==> src/rtl/bt_uart_digit_rx_if.sv <==
// Serial line and decoded-digit outputs of the Bluetooth UART receiver.
// slave is the receiver's view; master is the view of whoever drives rx and consumes results.
interface bt_uart_digit_rx_if;
  logic       rx;
  logic [7:0] rx_data;
  logic       rx_valid;
  logic       frame_error;
  logic [3:0] digit;
  logic       digit_valid;

  modport slave (
    input  rx,
    output rx_data, rx_valid, frame_error, digit, digit_valid
  );

  modport master (
    output rx,
    input  rx_data, rx_valid, frame_error, digit, digit_valid
  );
endinterface

==> src/rtl/bt_uart_digit_rx.sv <==
// 8N1 UART receiver that turns ASCII hex characters into a held 4-bit digit
// for the seven-segment stage. The serial input is synchronised before use.
module bt_uart_digit_rx #(
  parameter int CLK_FREQ = 27_000_000,
  parameter int BAUD     = 9600
) (
  input  logic              clock,
  input  logic              reset_n,
  bt_uart_digit_rx_if.slave bus
);
  localparam int CLKS_PER_BIT = CLK_FREQ / BAUD;
  localparam int HALF_BIT     = CLKS_PER_BIT / 2;
  localparam int CW           = (CLKS_PER_BIT > 2) ? $clog2(CLKS_PER_BIT) : 1;
  localparam logic [CW-1:0] BIT_LAST  = CW'(CLKS_PER_BIT - 1);
  localparam logic [CW-1:0] HALF_LAST = CW'(HALF_BIT - 1);

  typedef enum logic [2:0] {S_IDLE, S_START, S_DATA, S_STOP, S_BREAK} state_t;

  state_t        state_q, state_d;
  logic [1:0]    rxSync_q;
  logic [CW-1:0] clkCnt_q, clkCnt_d;
  logic [2:0]    bitIdx_q, bitIdx_d;
  logic [7:0]    shiftReg_q, shiftReg_d;
  logic [7:0]    rxData_q, rxData_d;
  logic          rxValid_q, rxValid_d;
  logic          frameErr_q, frameErr_d;
  logic [3:0]    digit_q, digit_d;
  logic          digitValid_q, digitValid_d;
  logic          rxS;
  logic [4:0]    hex;

  // Returns {is_hex, value}; 'A'-'F' and 'a'-'f' both carry 1..6 in the low nibble.
  function automatic logic [4:0] decodeHex(input logic [7:0] b);
    logic [4:0] r;
    r = 5'b0;
    if (b >= 8'h30 && b <= 8'h39)
      r = {1'b1, b[3:0]};
    else if ((b >= 8'h41 && b <= 8'h46) || (b >= 8'h61 && b <= 8'h66))
      r = {1'b1, b[3:0] + 4'd9};
    return r;
  endfunction

  assign rxS = rxSync_q[1];
  assign hex = decodeHex(shiftReg_q);

  always_ff @(posedge clock) begin
    if (!reset_n) begin
      rxSync_q     <= 2'b11;
      state_q      <= S_IDLE;
      clkCnt_q     <= '0;
      bitIdx_q     <= '0;
      shiftReg_q   <= '0;
      rxData_q     <= '0;
      rxValid_q    <= 1'b0;
      frameErr_q   <= 1'b0;
      digit_q      <= '0;
      digitValid_q <= 1'b0;
    end else begin
      rxSync_q     <= {rxSync_q[0], bus.rx};
      state_q      <= state_d;
      clkCnt_q     <= clkCnt_d;
      bitIdx_q     <= bitIdx_d;
      shiftReg_q   <= shiftReg_d;
      rxData_q     <= rxData_d;
      rxValid_q    <= rxValid_d;
      frameErr_q   <= frameErr_d;
      digit_q      <= digit_d;
      digitValid_q <= digitValid_d;
    end
  end

  always_comb begin
    state_d      = state_q;
    clkCnt_d     = clkCnt_q;
    bitIdx_d     = bitIdx_q;
    shiftReg_d   = shiftReg_q;
    rxData_d     = rxData_q;
    rxValid_d    = 1'b0;
    frameErr_d   = 1'b0;
    digit_d      = digit_q;
    digitValid_d = 1'b0;

    case (state_q)
      S_IDLE: begin
        if (!rxS) begin
          state_d  = S_START;
          clkCnt_d = '0;
        end
      end
      S_START: begin
        if (clkCnt_q == HALF_LAST) begin
          clkCnt_d = '0;
          if (!rxS) begin
            state_d  = S_DATA;
            bitIdx_d = '0;
          end else begin
            state_d = S_IDLE;
          end
        end else begin
          clkCnt_d = clkCnt_q + CW'(1);
        end
      end
      S_DATA: begin
        if (clkCnt_q == BIT_LAST) begin
          clkCnt_d             = '0;
          shiftReg_d[bitIdx_q] = rxS;
          if (bitIdx_q == 3'd7)
            state_d = S_STOP;
          else
            bitIdx_d = bitIdx_q + 3'd1;
        end else begin
          clkCnt_d = clkCnt_q + CW'(1);
        end
      end
      S_STOP: begin
        if (clkCnt_q == BIT_LAST) begin
          clkCnt_d = '0;
          if (rxS) begin
            state_d   = S_IDLE;
            rxData_d  = shiftReg_q;
            rxValid_d = 1'b1;
            if (hex[4]) begin
              digit_d      = hex[3:0];
              digitValid_d = 1'b1;
            end
          end else begin
            state_d    = S_BREAK;
            frameErr_d = 1'b1;
          end
        end else begin
          clkCnt_d = clkCnt_q + CW'(1);
        end
      end
      // A line held low after a bad stop bit must not start new frames.
      S_BREAK: begin
        if (rxS) state_d = S_IDLE;
      end
      default: state_d = S_IDLE;
    endcase
  end

  assign bus.rx_data     = rxData_q;
  assign bus.rx_valid    = rxValid_q;
  assign bus.frame_error = frameErr_q;
  assign bus.digit       = digit_q;
  assign bus.digit_valid = digitValid_q;
endmodule
==> src/flat_wrapper.sv <==
// flat-port wrapper written by rule: the top's interface ports become plain ports
module bt_uart_digit_rx_flat 
#(
  parameter int CLK_FREQ = 27_000_000,
  parameter int BAUD     = 9600
)
  (clock, reset_n, bus_rx, bus_rx_data, bus_rx_valid, bus_frame_error, bus_digit, bus_digit_valid);
  bt_uart_digit_rx_if bus_i ();
  input  logic clock;
  input  logic reset_n;
  input wire logic [$bits(bus_i.rx)-1:0] bus_rx;
  output wire logic [$bits(bus_i.rx_data)-1:0] bus_rx_data;
  output wire logic [$bits(bus_i.rx_valid)-1:0] bus_rx_valid;
  output wire logic [$bits(bus_i.frame_error)-1:0] bus_frame_error;
  output wire logic [$bits(bus_i.digit)-1:0] bus_digit;
  output wire logic [$bits(bus_i.digit_valid)-1:0] bus_digit_valid;
  assign bus_i.rx = bus_rx;
  assign bus_rx_data = bus_i.rx_data;
  assign bus_rx_valid = bus_i.rx_valid;
  assign bus_frame_error = bus_i.frame_error;
  assign bus_digit = bus_i.digit;
  assign bus_digit_valid = bus_i.digit_valid;
  bt_uart_digit_rx #(.CLK_FREQ(CLK_FREQ), .BAUD(BAUD)) u_core (.clock(clock), .reset_n(reset_n), .bus(bus_i));
endmodule
==> config.mk <==
export PLATFORM = sky130hd
export DESIGN_NAME = bt_uart_digit_rx_flat
export DESIGN_NICKNAME = d
export VERILOG_FILES = /design/src/rtl/bt_uart_digit_rx_if.sv /design/src/rtl/bt_uart_digit_rx.sv /design/src/flat_wrapper.sv
export SDC_FILE = /design/constraint.sdc
export NUM_CORES = 1
export LEC_CHECK = 0
export BUFFER_PORTS_ARGS = -buffer_cell sky130_fd_sc_hd__buf_2
export CELL_PAD_IN_SITES_DETAIL_PLACEMENT = 1
export CELL_PAD_IN_SITES_GLOBAL_PLACEMENT = 2
export CORE_MARGIN = 1
export CORE_UTILIZATION = 40
export DETAILED_ROUTE_END_ITERATION = 6
export PLACE_DENSITY = 0.83
export SLEW_MARGIN = 20
export SYNTH_ARGS = -nofsm -noshare
export SYNTH_HDL_FRONTEND = slang
export SYNTH_SLANG_ARGS = --single-unit
==> constraint.sdc <==
create_clock -name clock -period 5.8 [get_ports clock]
set_input_delay 1.16 -clock clock [delete_from_list [all_inputs] [get_ports clock]]
set_output_delay 1.16 -clock clock [all_outputs]
set_load 0.05 [all_outputs]
* Yosys cells after proc, flatten, opt, wreduce, memory -nomap -nowiden *
Index checks and enable logic that the tools add are counted.

operators by class
  add/subtract/negate cells = 3
  $lt $le $gt $ge = 8
  equality and inequality tests = 15
  muxes and demuxes = 26
  reductions and logical operators = 17

operators with widths
  cell                                                                                 number
  12-bit two-way mux                                                                   3
  12-bit case mux with 3 select lines                                                  1
  3-bit two-way mux                                                                    11
  8-bit by 7-bit greater-or-equal comparator with 1-bit output, second input constant  2
  8-bit by 7-bit <= comparator with 1-bit output, second input constant                2
  3-bit case mux with 5 select lines                                                   1
  12-bit by 1-bit adder with 12-bit output, second input constant                      1
  12-bit by 11-bit == test with 1-bit output, second input constant                    1
  12-bit == test, second input constant                                                1
  5-bit two-way mux                                                                    2
  2-bit by 1-bit != test with 1-bit output, second input constant                      5
  8-bit bitwise mux                                                                    1
  8-bit by 6-bit greater-or-equal comparator with 1-bit output, second input constant  1
  8-bit by 6-bit <= comparator with 1-bit output, second input constant                1
  4-bit AND reduction                                                                  2
  3-bit by 2-bit == test with 1-bit output, second input constant                      2
  3-bit == test, second input constant                                                 2
  2-bit != test, second input constant                                                 3
  3-bit case mux with 2 select lines                                                   1
  3-bit AND reduction                                                                  2
  6-bit AND reduction                                                                  1
  5-bit AND reduction                                                                  1
  4-bit adder, second input constant                                                   1
  1-bit logical AND                                                                    4
  other kinds (13)                                                                     17

word-level totals
  bits in registers = 43

* Longest topological paths before layout *
  word-level depth = 6
  mapped depth = 7
  depth with buffers taken out = 7

* Worst setup path before layout *
No wires, ideal clock.

  path type = input port to flip-flop
  start point = input reset_n
  end point = register u_core.clkCnt_q[5]
  library setup time = 0.077 ns
  data arrival time = 1.910 ns
  slack = 3.813 ns
  stages = 4
  path buffers = 2
  cell sequence = clkbuf_1 clkbuf_1 a31oi_1 o22ai_1

RTL lines
  element               RTL line                source
  from (decl)           flat_wrapper.sv:10      input logic reset_n;
  to (signal assigned)  bt_uart_digit_rx.sv:61  clkCnt_q <= clkCnt_d;
  to (decl)             bt_uart_digit_rx.sv:21  logic [CW-1:0] clkCnt_q, clkCnt_d;

==> metrics.md <==
| Metric | Value |
|---|---|
| Initial antenna violation count | 0 |
| Worst-path cell chain | buf_2 -> nor2b_1 -> a31oi_1 -> o22ai_1 |
| Crit-path max FO | 47 |
| Post-CTS resize count | 0 |
| Post-synth EDFFs | 0 |
| Routed Antenna Nets | 0 |
| Final hold violation count | 0 |
| Routability cong. | 0.7542 |
| Clk buf depth | 2 |
| Die area | 5800 um2 |
| Gr busiest metal | met2 |
| Seq pwr share | 56.8% |
| Largest area contributor in the synthesized netlist | dfxtp_1 |
| DIE HEIGHT | 76.16 um |
| Layout Cells excl Fill | 318 |
| Worst Tran Pin Value | 0.7792 ns |
| Post-CTS setup buffer count | 0 |
| GR Util met3 | 3.832% |
| Worst setup margin | 3.300 ns |
| CP Data Required Time | 6.01 ns |
| Post-synthesis xor/xnor area fraction | 1.195% |
| Startpoint Class | input port |
| Design Area, Final | 2414 um2 |
| Most common cell in the synthesized netlist | dfxtp_1 |
| Clk slew on worst S/H paths | 0.08 ns |
| Clock power share | 39.9% |
| Status | finished clean |
| Worst Skew | 0.003840 ns |
| Met1 usage | 25.69% |
| Antenna Cells | 0 |
| Net Switching | 113.3 uW |
| Unrepaired setup endpoints after global routing | false |
| Crit end category | flip-flop |
| Share of the synthesized area in the top cell type | 39.14% |
| Flops & latches, synth | 43 |
| Power per cell area | 217.1 nW/um2 |
| Worst Setup SP | reset_n |
| Area grow syn2layout | 9.727% |
| Routed WL per cell | 15.48 um |
| Compound-gate portion of the synthesized area | 15.87% |
| Peak supply drop | 0.0001280 V |
| Comb pwr share | 3.3% |
| Layout cells sized above 1 | 15.73% |
| Root Buffer Master | clkbuf_8 |
| Final core occ | 46.37% |
| Slowest CP cell | nor2b_1 |
| Crit Path Category | in2reg |
| Top FF cell, synth | dfxtp_1 |
| # port buffers | 17 |
| Dpl cell area | 2313 um2 |
| Max-Cap Viols | 0 |
| Beginning of the worst hold path | u_core.rxSync_q[0]$_SDFF_PN1_ |
| Initial DRC count | 91 |
| # nets final | 257 |
| Die X | 76.16 um |
| Global-route wire length before repair | 8673 um |
| # placed instances | 310 |
| Core box area | 5205 um2 |
| Endpoints failing setup | 0 |
| Num Clock Sinks | 43 |
| Initial core utilization | 42.26% |
| Synth Area in Adders | 3.982% |
| Syn Area/Cell | 9.320 um2 |
| Total number of vias | 1786 |
| GR Util All Layers | 18.37% |
| Pwr Total | 524.0 uW |
| Inserted Clock Buffers | 5 |
| Cell Rows | 26 |
| Leak pwr | 0.8817 nW |
| Worst hold slack | 0.4305 ns |
| Pint | 410.7 uW |
| Grt ovf | 0 |
| Skew-Pair Late Insertion Delay | 0.29 ns |
| Net Sw Frac | 21.62% |
| Arrival time at the worst endpoint | 2.71 ns |
| Fill cells | 630 |
| DRC errors left | 0 |
| Pin count of the biggest net entering global routing | 48 |
| Ports | 18 |
| Worst reg-to-reg setup slack | 3.58 ns |
| Largest family of logic cells by synthesized area | simple AND/OR/NAND/NOR gates |
| Hold Crit Class | reg2reg |
| CTS HTree Levels | 2 |
| Sequential cell area fraction in the yosys report | 39.14% |
| Slowest Stage Delay on Critical Path | 0.64 ns |
| Worst slack, placed | 3.031 ns |
| FMAX | 400.1 MHz |
| CTS Hold Bufs | 0 |
| Synth top cells by count | dfxtp_1, nand2_1, mux2i_1 |
| Synth Cell Area | 2200 um2 |
| Drt pass-1 iters | 4 |
| Total Wirelength | 4923 um |
| Slew Viols, Final | 0 |
| Vias/cell | 5.616 |
| Launch point of the worst reg-to-reg path | u_core.clkCnt_q[0]$_SDFFE_PN0P_ |
| Post-DP HPWL | 3330 um |
| Synth async-reset ratio | 0% |
| Simple-Gate Fraction of Synth Area | 27.93% |
| Mux contribution to synthesized area | 6.826% |
| Top cells by area, synth | dfxtp_1, mux2i_1, ha_1 |
| Number of global-route vias before repair | 1765 |
| Post-Synthesis Cells | 236 |
| CTS tree | built |
| Setup TNS | 0 ns |
| Post-layout min period | 2.500 ns |
| Distinct cells, synth | 57 |
| Syn_nets | 246 |
| Yosys warnings | 0 |
| Met2 usage | 28.00% |
| Rel. slew slack | 48.05% |
| Period utilization | 43.10% |
state kept, by name (all words and copies together) (netlist names):
name,flops
u_core.clkCnt_q,12
u_core.bitIdx_q,3
u_core.bus.rx_valid,1
u_core.bus.digit,4
u_core.bus.rx_data,8
u_core.bus.digit_valid,1
u_core.rxSync_q,2
u_core.bus.frame_error,1
u_core.shiftReg_q,8
u_core.state_q,3
worst max-delay path, delay by kind of cell:
family / cells / cell delay [ns]
AO/OA/AOI/OAI: 2 / 0.30
AND/OR/NAND/NOR: 1 / 0.64
buffers and inverters: 1 / 0.59
layout make-up:
cell class	count	area, um2	area share [%]
Inverter	12	45.04	1.866
Multi-Input combinational cell	167	1227	50.86
Sequential cell	43	860.8	35.67
Tap cell	70	87.58	3.629
Clock buffer	8	100.1	4.147
Timing Repair Buffer	18	92.59	3.836
cells in the final DEF (no fill, tap or decap), drive strengths merged, types with 2 or more instances in the layout:
cell type,count
or4b,2
nor2b,14
mux2i,15
nor4,3
and3,3
a31oi,7
a22oi,2
and4,2
buf,18
inv,12
clkbuf,8
a32o,2
nand2,19
nand4b,2
o211a,3
nand3b,2
o41ai,2
o22ai,6
ha,7
o211ai,2
dfxtp,43
nor3b,4
o21ai,4
o311ai,2
nand2b,9
nand3,12
and2,3
xnor2,3
o21a,2
a21oi,3
nand4,7
nor2,8
a2bb2oi,2
logic make-up after synthesis:
| logic type | count (synthesis) |
|---|---|
| simple gates | 97 |
| flops | 43 |
| xor+xnor | 3 |
| mux | 15 |
| compound gates | 45 |
| fa+ha+maj | 7 |
| buf+inv | 26 |
path summary, 6_finish.rpt:
path	endpoint	cells after the start
hold / removal	u_core.rxSync_q[1]$_SDFF_PN1_	1
setup reg to reg	u_core.bus.digit[0]$_SDFFE_PN0P_	7
setup / recovery	u_core.clkCnt_q[9]$_SDFFE_PN0P_	4
hold reg to reg	u_core.rxSync_q[1]$_SDFF_PN1_	1
power by group through the flow:
stage | registers [mW] | logic (mW) | clock network [mW]
final | 0.298 | 0.0175 | 0.209
after global routing | 0.298 | 0.0194 | 0.226
after CTS | 0.298 | 0.0177 | 0.216
after detailed placement | 0.305 | 0.0175 | 0
after global placement | 0.305 | 0.0174 | 0
after floorplan | 0.304 | 0.0141 | 0
metal layers:
metal	wire length, um	part of all wire [%]
met5	0	0
met2	2166	44
met4	59	1.2
met1	2570	52
met3	127	2.6
No activity file was read; power rests on OpenSTA's default activity.
